$ cat src/rtl/mux_arbiter.sv
// mux_arbiter: 7:1 crossbar output arbiter.
// Priority select, round-robin ties, starvation aging.
module mux_arbiter #(
    parameter int NumPorts      = 7,
    parameter int PriorityWidth = 8,
    parameter int AgeWidth      = 4,
    parameter int StarveLimit   = 15
) (
    input  logic                              clk,
    input  logic                              rst,
    input  logic [NumPorts-1:0]               req,
    input  logic [NumPorts*PriorityWidth-1:0] prio,
    input  logic [NumPorts-1:0]               port_en,
    input  logic                              out_stall,
    output logic [NumPorts-1:0]               consume,
    output logic [2:0]                        sel_index,
    output logic                              sel_valid_q,
    output logic [2:0]                        sel_index_q
);

    localparam logic [AgeWidth-1:0] Lim = AgeWidth'(StarveLimit);
    localparam logic [2:0]          LastIdx = 3'(NumPorts - 1);

    logic [2:0]               rr_ptr;
    logic [AgeWidth-1:0]      age [NumPorts];

    logic [NumPorts-1:0]      eligible;
    logic [NumPorts-1:0]      starving;
    logic [NumPorts-1:0]      top_prio;
    logic [NumPorts-1:0]      cand;
    logic [PriorityWidth-1:0] max_prio;
    logic [2:0]               win;
    logic                     found;
    logic                     active;

    assign eligible = req & port_en;
    assign active   = rst & ~out_stall & (|eligible);

    // Flag eligible ports whose age counter has saturated.
    always_comb begin
        starving = '0;
        for (int i = 0; i < NumPorts; i++) begin
            starving[i] = eligible[i] && (age[i] == Lim);
        end
    end

    // Highest priority among eligible ports.
    always_comb begin
        max_prio = '0;
        for (int i = 0; i < NumPorts; i++) begin
            if (eligible[i] &&
                prio[i*PriorityWidth +: PriorityWidth] > max_prio) begin
                max_prio = prio[i*PriorityWidth +: PriorityWidth];
            end
        end
    end

    // Candidates: starving ports override the priority set.
    always_comb begin
        top_prio = '0;
        for (int i = 0; i < NumPorts; i++) begin
            top_prio[i] = eligible[i] &&
                (prio[i*PriorityWidth +: PriorityWidth] == max_prio);
        end
        cand = (|starving) ? starving : top_prio;
    end

    // Round-robin scan of candidates starting at rr_ptr.
    always_comb begin
        win   = '0;
        found = 1'b0;
        for (int k = 0; k < NumPorts; k++) begin
            int j;
            j = int'(rr_ptr) + k;
            if (j >= NumPorts) begin
                j = j - NumPorts;
            end
            if (!found && cand[j]) begin
                found = 1'b1;
                win   = 3'(j);
            end
        end
    end

    // Grant outputs are gated to zero on idle, stall and reset.
    always_comb begin
        consume   = '0;
        sel_index = '0;
        if (active) begin
            consume   = {{(NumPorts-1){1'b0}}, 1'b1} << win;
            sel_index = win;
        end
    end

    // Pointer, ages and registered select advance only when not stalled.
    always_ff @(posedge clk) begin
        if (!rst) begin
            rr_ptr      <= '0;
            sel_valid_q <= 1'b0;
            sel_index_q <= '0;
            for (int i = 0; i < NumPorts; i++) begin
                age[i] <= '0;
            end
        end else if (!out_stall) begin
            sel_valid_q <= active;
            sel_index_q <= sel_index;
            if (active) begin
                rr_ptr <= (win == LastIdx) ? 3'd0 : win + 3'd1;
                for (int i = 0; i < NumPorts; i++) begin
                    if (3'(i) == win) begin
                        age[i] <= '0;
                    end else if (eligible[i] && age[i] != Lim) begin
                        age[i] <= age[i] + AgeWidth'(1);
                    end
                end
            end
        end
    end

endmodule

$ cat config.mk
export PLATFORM = sky130hd
export DESIGN_NAME = mux_arbiter
export DESIGN_NICKNAME = d
export VERILOG_FILES = /design/src/rtl/mux_arbiter.sv
export SDC_FILE = /design/constraint.sdc
export NUM_CORES = 1
export LEC_CHECK = 0
export ABC_CLOCK_PERIOD_IN_PS = 30000
export BUFFER_PORTS_ARGS = -buffer_cell sky130_fd_sc_hd__buf_2
export CAP_MARGIN = 15
export CORE_ASPECT_RATIO = 2
export CORE_UTILIZATION = 62
export DETAILED_ROUTE_END_ITERATION = 10
export GPL_TIMING_DRIVEN = 0
export PLACE_DENSITY_LB_ADDON = 0.15
export SKIP_CTS_REPAIR_TIMING = 1
export SYNTH_ARGS = -nofsm -noshare
export SYNTH_HDL_FRONTEND = slang
export SYNTH_SLANG_ARGS = --single-unit
$ cat constraint.sdc
create_clock -name clk -period 30 [get_ports clk]
set_input_delay 6 -clock clk [delete_from_list [all_inputs] [get_ports clk]]
set_output_delay 6 -clock clk [all_outputs]
set_load 0.05 [all_outputs]
==> flow_metrics.env, run 1 <==
export IMPL_status="aborted with a tool error"
export IMPL_flow_stopped_at="global routing (5_1_grt)"
export IMPL_error="[ERROR GRT-0232] Routing congestion too high. Check the congestion heatmap in the GUI."
export IMPL_die_w_microns=82.9
export IMPL_syn_inst=1120
export IMPL_grt_worst_endpoint="consume[6]"
export IMPL_synthesis_nets=1256
export IMPL_row_count=58
export IMPL_root_buffer="clkbuf_16"
export IMPL_synth_top_family_by_area="compound AO/OA/AOI/OAI gates"
export IMPL_synthTopCellsByArea="edfxtp_1, ha_1, xnor2_1"
export IMPL_htreeDepth=2
export IMPL_grt_max_degree=13
export IMPL_synth_mux_area_frac=0.0419
export IMPL_synth_xor_area_frac=0.0982
export IMPL_io_buffers=77
export IMPL_hpwl_microns=29200
export IMPL_synth_simple_area_share=0.234
export IMPL_synthArstFlopShare=0
export IMPL_synth_fa_ha_area_frac=0.0971
export IMPL_overflow=9
export IMPL_worst_ep_kind="primary output"
export IMPL_synth_avg_cell_area_sq_um=7.25
export IMPL_synth_compound_area_frac=0.336
export IMPL_die_h_microns=164
export IMPL_synth_cell_types=94
export IMPL_synth_area_sq_um=8120
export IMPL_ys_warn_count=0
export IMPL_start_util=0.639
export IMPL_cts_buffers=5
export IMPL_num_io_pins=87
export IMPL_synth_edf_count=28
export IMPL_synth_ff_type="edfxtp_1"
export IMPL_numClockSinks=35
export IMPL_ys_seq_area_frac=0.121
export IMPL_max_clock_path_buffers=2
export IMPL_grt_usage=0.609
export IMPL_ys_ff_latch=35
export IMPL_routabilityCongestion=1.14
export IMPL_synth_top_cell_by_area="edfxtp_1"
export IMPL_dp_slack_ps=-3310
export IMPL_yosys_area_top_type_share=0.104
-- kinds of logic after synthesis --
kind of cell | count (synthesis)
AND/OR/NAND/NOR | 386
AO/OA/AOI/OAI | 363
buffers and inverters | 150
XOR/XNOR | 91
adder cells (fa/ha/maj) | 63
flip-flops | 35
multiplexers | 32
-- per-stage QoR --
| step | cell area [sq um] | TNS, ps | std cells |
|---|---|---|---|
| after floorplan | 8120 | 0 | 1120 |
| after global placement | 8690 | -30220 | 1347 |
| after detailed placement | 8690 | -30560 | 1347 |
| after CTS | 8860 | -31710 | 1355 |
-- cells in the mapped netlist (all sizes together) (10+ instances only) --
cell,number
nand3,47
a21oi,65
a2111oi,11
o22ai,16
and2,19
a221oi,17
o21ai,55
nor2,107
inv,84
o2111ai,15
xnor2,63
mux2i,25
edfxtp,28
a31oi,10
nand2,95
clkbuf,57
xor2,28
o211a,10
a21o,18
ha,63
nor4,11
a31o,10
nand4,28
a211oi,32
o21a,11
nor3,20
o211ai,19
-- per-layer routing --
| layer | overflow | track usage |
|---|---|---|
| met1 | 0 | 0.582 |
| met2 | 6 | 0.924 |
| met3 | 0 | 0.235 |
| met4 | 3 | 0.715 |
| met5 | 0 | 0.0265 |
==> inputs of run 2 (changes only) <==
--- a/config.mk
+++ b/config.mk
@@ -8,8 +8,7 @@
 export ABC_CLOCK_PERIOD_IN_PS = 30000
 export BUFFER_PORTS_ARGS = -buffer_cell sky130_fd_sc_hd__buf_2
 export CAP_MARGIN = 15
-export CORE_ASPECT_RATIO = 2
-export CORE_UTILIZATION = 62
+export CORE_UTILIZATION = 40
 export DETAILED_ROUTE_END_ITERATION = 10
 export GPL_TIMING_DRIVEN = 0
 export PLACE_DENSITY_LB_ADDON = 0.15
==> run 2 against run 1 <==
The flow now finishes without violations. Synthesized cell count did not move. Area after synthesis did not move.
==> flow_metrics.env, run 2 <==
export IMPL_worst_pin_slew_ps=1370
export IMPL_utilization=0.489
export IMPL_regMostFlops="age"
export IMPL_io_buffers=77
export IMPL_die_area_sq_um=20900
export IMPL_synth_common_cells="nor2_1, nand2_1, inv_1"
export IMPL_crit_fanout=10
export IMPL_clk_pin_slew_ps=50
export IMPL_synthArstFlopShare=0
export IMPL_synth_cell_types=94
export IMPL_power_uw=614
export IMPL_ir_drop_uv=59.3
export IMPL_whs_ps=476
export IMPL_status="finished, final reports clean"
export IMPL_setup_viol=0
export IMPL_start_util=0.413
export IMPL_routabilityCongestion=1.04
export IMPL_num_io_pins=87
export IMPL_crit_path_start_kind="input pin"
export IMPL_cts_tree="yes"
export IMPL_fillers=2074
export IMPL_seq_power_share=0.126
export IMPL_htreeDepth=2
export IMPL_routed_via_density=6.55
export IMPL_fin_crit_sh=0.968
export IMPL_cpPeakStageDelay_ps=450
export IMPL_ys_ff_latch=35
export IMPL_p_comb_frac=0.780
export IMPL_die_h_microns=144
export IMPL_required_ps=24000
export IMPL_numClockSinks=35
export IMPL_row_count=51
export IMPL_powerDensity_nw_per_um2=63.9
export IMPL_drt_pre_antenna_iters=7
export IMPL_drive_gt1_frac=0.193
export IMPL_antenna_left=0
export IMPL_max_clock_path_buffers=2
export IMPL_cp_slowest_cell="or4_1"
export IMPL_layout_commonest_cell="nor2_1"
export IMPL_yosysMostFrequentCell="nor2_1"
export IMPL_design_area_sq_um=9610
export IMPL_power_leakage_uw=0.00386
export IMPL_clock_latency_ps=280
export IMPL_cp_arrival_ps=23040
export IMPL_die_w_microns=144
export IMPL_synth_ff_type="edfxtp_1"
export IMPL_antenna_found_initial=1
export IMPL_root_buffer="clkbuf_16"
export IMPL_critPathCaptureType="output port"
export IMPL_maxSlewViolCount=0
export IMPL_intPower_uw=275
export IMPL_ys_warn_count=0
export IMPL_drc=0
export IMPL_wl_microns=36600
export IMPL_grt_max_degree=12
export IMPL_cts_buffers=5
export IMPL_reg_largest_list="age x28, rr_ptr x3, sel_index_q x3"
export IMPL_largest_register_ffs=28
export IMPL_drt_iter0_markers=1160
export IMPL_syn_inst=1120
export IMPL_p_sw_frac=0.552
export IMPL_grt_usage=0.344
export IMPL_crit_top_cell="ha_1"
export IMPL_synth_edf_count=28
export IMPL_clockPowerShare=0.094
export IMPL_hold_class="flop to flop"
export IMPL_yosys_area_top_type_share=0.104
export IMPL_criticalPathCategory="input pin to output port"
export IMPL_period_minus_slack_ps=29040
export IMPL_synth_top_cell_by_area="edfxtp_1"
export IMPL_design_core_area_sq_um=19700
export IMPL_vias=9798
export IMPL_fin_nets=1365
export IMPL_clock_skew_ps=5.53
export IMPL_hpwl_microns=28300
export IMPL_final_hold_violation_count=0
export IMPL_grt_pass1_wl_microns=53400
export IMPL_slew_headroom=0.0629
export IMPL_dpl_cell_area_sq_um=8830
export IMPL_synthesis_nets=1256
export IMPL_maxCapViolCount=0
export IMPL_routedWlPerCell_microns=24.5
export IMPL_layout_common_cells="nor2_1, nand2_1, buf_2"
export IMPL_ys_seq_area_frac=0.121
export IMPL_fmax_mhz=34.4
export IMPL_synth_area_sq_um=8120
export IMPL_area_growth_pct=18.5
export IMPL_synthTopCellsByArea="edfxtp_1, ha_1, xnor2_1"
export IMPL_p_switching_uw=339
export IMPL_overflow=0
export IMPL_grt_pass1_vias=8708
export IMPL_synth_avg_cell_area_sq_um=7.25
==> run 2: cell counts after synthesis <==
No cell type changed its count.
==> run 2: area by class of cell <==
class / instances / area, sq um / area share
flip-flops and latches: 35 / 981 / 0.102
diodes: 1 / 2.50 / 0.000260
plain buffers: 63 / 302 / 0.0314
repair buffers: 103 / 587 / 0.0610
inverters: 86 / 325 / 0.0338
multi-input cells: 935 / 6920 / 0.720
well taps: 265 / 332 / 0.0345
clock buffers: 7 / 133 / 0.0138
clock inverters: 1 / 30.0 / 0.00312
==> run 2: kinds of logic (layout without fill, tap and decap cells) <==
family / Yosys count / after routing / synth area share
compound gates: 363 / 363 / 0.336
xor+xnor: 91 / 91 / 0.0982
fa+ha+maj: 63 / 63 / 0.0971
buf+inv: 150 / 260 / 0.0720
flops: 35 / 35 / 0.121
mux: 32 / 32 / 0.0419
other cells: 0 / 1 / 0
simple gates: 386 / 386 / 0.234
==> run 2: critical path, delay by kind of cell <==
kind                       cells  cell delay (ps)
muxes                          2              460
buffers and inverters         16             2950
adders and majority gates      6             1790
and+or+nand+nor               25             4320
AOI/OAI and AO/OA             32             7440
==> run 2: routing by layer <==
metal  up-vias  global-route usage  part of all wire
met5         -                   0                 0
met4         0               0.134             0.040
met3       112              0.0672              0.11
met2       621               0.495              0.41
met1      4618               0.497              0.44
li1       4447                   -                 -
==> run 2: final timing paths <==
check / start / slack [ps] / depth (start not counted) / to
worst max-delay path: req[0] / 960 / 81 / consume[1]
worst min-delay path: sel_valid_q / 480 / 2 / sel_valid_q
worst max register to register: age[3][0] / 23300 / 24 / age[3][2]
worst min register to register: sel_valid_q / 480 / 2 / sel_valid_q
==> run 2: stage by stage <==
stage | setup slack [ps] | cells | TNS [ps]
floorplan | 2330 | 1120 | 0
global placement | -2930 | 1462 | -27000
detailed placement | -2930 | 1462 | -26780
CTS | -2980 | 1470 | -27270
global route | -99.5 | 1495 | -207
finish | 961 | 1496 | 0
==> run 2: power groups by stage <==
stage               Sequential (uW)  Clock, uW  Combinational, uW
CTS                            77.1       58.7                408
detailed placement             78.1          0                406
global placement               77.8          0                402
floorplan                      80.3          0                292
finish                         77.3       57.7                479
global route                   78.9       60.7                513
Power figures use the tool's default switching activity.
==> inputs of run 3 (changes only) <==
--- a/config.mk
+++ b/config.mk
@@ -5,7 +5,7 @@
 export SDC_FILE = /design/constraint.sdc
 export NUM_CORES = 1
 export LEC_CHECK = 0
-export ABC_CLOCK_PERIOD_IN_PS = 30000
+export ABC_CLOCK_PERIOD_IN_PS = 25300
 export BUFFER_PORTS_ARGS = -buffer_cell sky130_fd_sc_hd__buf_2
 export CAP_MARGIN = 15
 export CORE_UTILIZATION = 40
@@ -13,6 +13,7 @@
 export GPL_TIMING_DRIVEN = 0
 export PLACE_DENSITY_LB_ADDON = 0.15
 export SKIP_CTS_REPAIR_TIMING = 1
+export SKIP_LAST_GASP = 1
 export SYNTH_ARGS = -nofsm -noshare
 export SYNTH_HDL_FRONTEND = slang
 export SYNTH_SLANG_ARGS = --single-unit
==> constraint.sdc (replaced) <==
create_clock -name clk -period 25.3 [get_ports clk]
set_input_delay 5.06 -clock clk [delete_from_list [all_inputs] [get_ports clk]]
set_output_delay 5.06 -clock clk [all_outputs]
set_load 0.05 [all_outputs]
==> run 3 against run 2 <==
The run now ends with capacitance limit, slew limit, setup timing left. Design area rose by 18%. Setup slack worse by 1000 ps. Global-route usage fell by 1.1 points. Register-to-register slack lost 4600 ps. Clock power rose by 0.9%. Final cell count is 6.4% higher. Critical path type unchanged. Critical endpoint unchanged. Largest power group unchanged. Highest routed layer unchanged.
==> flow_metrics.env, run 3 (synthesized netlist as in run 2, its figures left out) <==
export IMPL_intPower_uw=409
export IMPL_r2r_setup_slack_ps=18710
export IMPL_crit_path_start_kind="input pin"
export IMPL_required_ps=20240
export IMPL_root_buffer="clkbuf_16"
export IMPL_cts_tree="yes"
export IMPL_design_core_area_sq_um=19700
export IMPL_fmax_mhz=39.4
export IMPL_grt_pass1_vias=8670
export IMPL_area_growth_pct=39.2
export IMPL_critPathCaptureType="output port"
export IMPL_setup_ws_ps=-83.2
export IMPL_fin_crit_sh=1.00
export IMPL_powerDensity_nw_per_um2=76.8
export IMPL_seq_power_share=0.105
export IMPL_start_util=0.413
export IMPL_overflow=0
export IMPL_dpl_cell_area_sq_um=8890
export IMPL_grt_pass1_wl_microns=51900
export IMPL_ir_drop_uv=79.0
export IMPL_reg2regPathDepth=24
export IMPL_p_switching_uw=458
export IMPL_antenna_cells=0
export IMPL_wl_microns=38300
export IMPL_reg_largest_list="age x28, rr_ptr x3, sel_index_q x3"
export IMPL_crit_top_cell="buf_6"
export IMPL_hold_depth=2
export IMPL_routedWlPerCell_microns=24.1
export IMPL_fin_tns_setup_ps=-176
export IMPL_drc=0
export IMPL_clockPowerShare=0.067
export IMPL_setup_viol=8
export IMPL_drt_iter0_markers=1231
export IMPL_routed_via_density=6.56
export IMPL_clock_skew_ps=6.44
export IMPL_violations="capacitance limit, slew limit, setup timing"
export IMPL_row_count=51
export IMPL_antenna_left=0
export IMPL_die_h_microns=144
export IMPL_layout_commonest_cell="buf_4"
export IMPL_grt_usage=0.333
export IMPL_vias=10400
export IMPL_period_minus_slack_ps=25380
export IMPL_hold_class="flop to flop"
export IMPL_maxSlewViolCount=1
export IMPL_cp_slowest_cell="o21ai_0"
export IMPL_cp_arrival_ps=20320
export IMPL_htreeDepth=2
export IMPL_grt_max_degree=11
export IMPL_antenna_found_initial=0
export IMPL_power_leakage_uw=0.00450
export IMPL_largest_register_ffs=28
export IMPL_die_area_sq_um=20900
export IMPL_maxCapViolCount=1
export IMPL_hold_end="sel_valid_q"
export IMPL_numClockSinks=35
export IMPL_p_sw_frac=0.528
export IMPL_fin_nets=1461
export IMPL_status="finished, violations left"
export IMPL_hpwl_microns=27600
export IMPL_regMostFlops="age"
export IMPL_cpPeakStageDelay_ps=770
export IMPL_dpl_cell_count=1462
export IMPL_worst_pin_slew_ps=1470
export IMPL_die_w_microns=144
export IMPL_criticalPathCategory="input pin to output port"
export IMPL_design_area_sq_um=11300
export IMPL_layout_common_cells="buf_4, nor2_1, nand2_1"
export IMPL_slew_headroom=-0.0104
export IMPL_drive_gt1_frac=0.334
export IMPL_drt_pre_antenna_iters=6
export IMPL_rsz0062_at_grt="true"
export IMPL_cts_buffers=5
export IMPL_final_hold_violation_count=0
export IMPL_routabilityCongestion=1.04
export IMPL_r2r_start="age[3][0]"
export IMPL_clk_pin_slew_ps=60
export IMPL_p_comb_frac=0.828
export IMPL_io_buffers=77
export IMPL_hold_start="sel_valid_q"
export IMPL_fin_cells=1591
export IMPL_whs_ps=473
export IMPL_clock_latency_ps=280
export IMPL_crit_fanout=10
export IMPL_max_clock_path_buffers=2
export IMPL_r2r_end="age[1][2]"
export IMPL_num_io_pins=87
run 3: changes by cell type in the layout (fill, tap and decap cells not counted), sizes merged:
cell | before | now
buf | 113 | 217
bufinv | 1 | 0
clkbuf | 60 | 51
clkinv | 1 | 3
clkinvlp | 0 | 1
diode | 1 | 0
inv | 85 | 83
o211a | 10 | 11
run 3: per-layer routing:
| metal | GRT usage | share of wire | wire length [microns] | up-vias |
|---|---|---|---|---|
| li1 | - | - | - | 4633 |
| met1 | 0.477 | 0.42 | 16000 | 4925 |
| met2 | 0.480 | 0.42 | 16000 | 714 |
| met3 | 0.0719 | 0.12 | 4410 | 160 |
| met4 | 0.127 | 0.049 | 1860 | 0 |
| met5 | 0 | 0 | 0 | - |
run 3: worst max-delay path: cells and delay by family:
kind            cells  cell delay (ps)
simple gates       22             3620
mux                 3              590
buf+inv            15             2370
compound gates     31             6550
fa+ha+maj           6             2060
run 3: worst max-delay path by stage:
stage | cells past startpoint | start | end
finish | 77 | port_en[0] | consume[1]
floorplan | 81 | req[0] | consume[1]
CTS | 80 | req[0] | consume[2]
global placement | 78 | req[0] | consume[2]
global route | 77 | port_en[0] | consume[1]
detailed placement | 80 | req[0] | consume[2]
run 3: layout make-up:
type                    instances  area (sq um)
plain buffers                  61           363
clock buffers                   7           133
clock inverters                 1          5.00
fillers                      1876          8360
inverters                      86           334
multi-input cells             936          7760
flip-flops and latches         35           981
well taps                     265           332
repair buffers                200          1390
run 3: metrics by stage:
stage                     total power [uW]  setup slack (ps)   util
after global placement                 584             -5280  0.453
after CTS                              646             -5220  0.460
after global routing                   911              -465  0.575
after floorplan                        457              43.2      -
after detailed placement               585             -5170  0.453
final                                  868             -83.2  0.575
run 3: power groups by stage:
stage | Clock (uW) | Combinational, uW | Sequential (uW)
4_1_cts | 58.7 | 496 | 91.2
6_report | 58.2 | 718 | 91.3
3_5_place_dp | 0 | 493 | 92.4
3_3_place_gp | 0 | 492 | 92.2
2_1_floorplan | 0 | 362 | 95.2
5_1_grt | 60.3 | 757 | 93.6
==> inputs of run 4 (changes only) <==
--- a/config.mk
+++ b/config.mk
@@ -5,13 +5,14 @@
 export SDC_FILE = /design/constraint.sdc
 export NUM_CORES = 1
 export LEC_CHECK = 0
+export ABC_AREA = 1
 export ABC_CLOCK_PERIOD_IN_PS = 25300
 export BUFFER_PORTS_ARGS = -buffer_cell sky130_fd_sc_hd__buf_2
 export CAP_MARGIN = 15
 export CORE_UTILIZATION = 40
 export DETAILED_ROUTE_END_ITERATION = 10
 export GPL_TIMING_DRIVEN = 0
-export PLACE_DENSITY_LB_ADDON = 0.15
+export PLACE_DENSITY = 0.6
 export SKIP_CTS_REPAIR_TIMING = 1
 export SKIP_LAST_GASP = 1
 export SYNTH_ARGS = -nofsm -noshare
==> run 4 against run 3 <==
The run now ends clean. Combinational power shrank 25%. Clock skew down 1.1 ps. Sequential cell count did not move. Setup slack better by 1500 ps. Global-route usage fell by 7.2 points. Non-clock buffer count is 158 lower. Fmax grew 6.4%. Design area shrank 33%. Register-to-register slack improved by 1900 ps. Highest routed layer unchanged.
==> flow_metrics.env, run 4 <==
export IMPL_num_io_pins=87
export IMPL_cp_slowest_cell="dlygate4sd3_1"
export IMPL_reg2regPathDepth=23
export IMPL_syn_inst=1136
export IMPL_routabilityCongestion=0.950
export IMPL_cts_buffers=5
export IMPL_r2r_start="age[6][0]"
export IMPL_maxSlewViolCount=0
export IMPL_grt_pass1_vias=7254
export IMPL_cpPeakStageDelay_ps=820
export IMPL_drt_iter0_markers=532
export IMPL_drive_gt1_frac=0.150
export IMPL_area_growth_pct=12.5
export IMPL_worst_pin_slew_ps=690
export IMPL_hpwl_microns=18600
export IMPL_numClockSinks=35
export IMPL_fmax_mhz=41.9
export IMPL_fillers=1832
export IMPL_crit_path_start_kind="input pin"
export IMPL_antenna_left=0
export IMPL_ys_ff_latch=35
export IMPL_rsz0062_at_grt="false"
export IMPL_status="finished, final reports clean"
export IMPL_yosys_area_top_type_share=0.183
export IMPL_routed_via_density=5.39
export IMPL_wl_microns=22300
export IMPL_setup_viol=0
export IMPL_antenna_found_initial=0
export IMPL_crit_top_cell="nand2_1"
export IMPL_crit_fanout=10
export IMPL_vias=7800
export IMPL_die_h_microns=132
export IMPL_cp_arrival_ps=18790
export IMPL_clock_latency_ps=280
export IMPL_die_w_microns=132
export IMPL_drt_pre_antenna_iters=5
export IMPL_largest_register_ffs=28
export IMPL_ys_warn_count=0
export IMPL_row_count=46
export IMPL_synth_avg_cell_area_sq_um=5.91
export IMPL_synth_top_cell_by_area="nand2_1"
export IMPL_layout_common_cells="nand2_1, nand3_1, inv_1"
export IMPL_maxCapViolCount=0
export IMPL_criticalPathCategory="input pin to output port"
export IMPL_period_minus_slack_ps=23850
export IMPL_fin_crit_sh=0.943
export IMPL_r2r_end="age[3][0]"
export IMPL_antenna_cells=0
export IMPL_drc=0
export IMPL_final_hold_violation_count=0
export IMPL_overflow=0
export IMPL_routedWlPerCell_microns=15.4
export IMPL_die_area_sq_um=17300
export IMPL_start_util=0.416
export IMPL_power_leakage_uw=0.00416
export IMPL_critPathLaunch="prio[4]"
export IMPL_synthTopCellsByArea="nand2_1, nand3_1, edfxtp_1"
export IMPL_hold_class="flop to flop"
export IMPL_root_buffer="clkbuf_16"
export IMPL_fin_tns_setup_ps=0
export IMPL_htreeDepth=2
export IMPL_crit_path_end="consume[3]"
export IMPL_yosysMostFrequentCell="nand2_1"
export IMPL_powerDensity_nw_per_um2=90.5
export IMPL_critPathCaptureType="output port"
export IMPL_reg_largest_list="age x28, rr_ptr x3, sel_index_q x3"
export IMPL_required_ps=20240
export IMPL_grt_usage=0.261
export IMPL_cts_tree="yes"
export IMPL_synthesis_nets=1272
export IMPL_power_uw=683
export IMPL_dpl_cell_count=1438
export IMPL_synth_cell_types=49
export IMPL_grt_pass1_wl_microns=36700
export IMPL_fin_cells=1446
export IMPL_max_clock_path_buffers=2
export IMPL_design_core_area_sq_um=16100
export IMPL_fin_nets=1365
export IMPL_regMostFlops="age"
export IMPL_synth_area_sq_um=6710
export IMPL_clk_pin_slew_ps=50
export IMPL_ys_seq_area_frac=0.146
export IMPL_layout_commonest_cell="nand2_1"
export IMPL_utilization=0.469
export IMPL_synth_ff_type="edfxtp_1"
export IMPL_synth_edf_count=28
export IMPL_r2r_setup_slack_ps=20620
export IMPL_clock_skew_ps=5.33
export IMPL_synthArstFlopShare=0
export IMPL_io_buffers=86
export IMPL_synth_common_cells="nand2_1, nand3_1, inv_1"
export IMPL_ir_drop_uv=106
export IMPL_slew_headroom=0.535
export IMPL_grt_max_degree=12
## run 4: cell types whose count changed in the layout (fill, tap and decap cells not counted), moves of 16 or more
cell / previous run / this run
a21o_1: 17 / 1
and2_1: 17 / 0
buf_4: 119 / 7
clkbuf_1: 39 / 2
inv_1: 73 / 144
nand2_1: 77 / 328
nand3_1: 42 / 205
nand3_2: 3 / 19
o211ai_1: 18 / 2
xnor2_1: 63 / 6
xor2_1: 28 / 10
## run 4: worst min path at each step
stage                              start        endpoint  slack [ps]  depth (start not counted)
final                     sel_index_q[1]  sel_index_q[1]         450                          2
after global routing      sel_index_q[1]  sel_index_q[1]         490                          2
after CTS                 sel_index_q[1]  sel_index_q[1]         450                          2
after detailed placement  sel_index_q[1]  sel_index_q[1]         450                          2
after global placement    sel_index_q[1]  sel_index_q[1]         450                          2
after floorplan                age[1][0]       age[1][0]         560                          1
## run 4: power breakdown
group	internal (uW)	leakage [uW]	switching (uW)
registers	76.8	0.000348	9.61
logic	163	0.00374	376
clock network	35.9	0.0000733	22.2
## run 4: critical path: cells and delay by family
family          cells  cell delay [ps]
buf+inv            16             3340
compound gates     14             3170
fa+ha+maj           7             1990
simple gates       44             5210
## run 4: layer usage
layer,GRT usage,part of all wire,vias up
met5,0,0,-
met1,0.358,0.47,3509
met2,0.424,0.44,294
li1,-,-,3957
met4,0.0872,0.023,0
met3,0.0247,0.065,40
## run 4: logic make-up (layout without fill, tap and decap cells)
family,count (synthesis),count (layout),share of synthesized area
AND/OR/NAND/NOR,748,748,0.517
buffers and inverters,166,260,0.101
AO/OA/AOI/OAI,108,108,0.0968
adder cells (fa/ha/maj),63,63,0.117
flip-flops,35,35,0.146
XOR/XNOR,16,16,0.0209
## run 4: cell type report
| class | count | area (sq um) | area share |
|---|---|---|---|
| buffer | 17 | 121 | 0.0161 |
| clock buffer | 5 | 125 | 0.0166 |
| clock inverter | 3 | 15.0 | 0.00199 |
| inverter | 149 | 559 | 0.0741 |
| multi-input combinational | 935 | 5050 | 0.669 |
| sequential | 35 | 981 | 0.130 |
| tap | 216 | 270 | 0.0358 |
| timing repair buffer | 86 | 430 | 0.0570 |
## run 4: metrics by stage
step	worst slack (ps)	instance area, sq um	hold slack [ps]
2_1_floorplan	4160	6710	561
3_5_place_dp	1500	7410	446
5_1_grt	93.5	7550	488
3_3_place_gp	1520	7410	451
6_report	1450	7550	450
4_1_cts	1460	7550	453
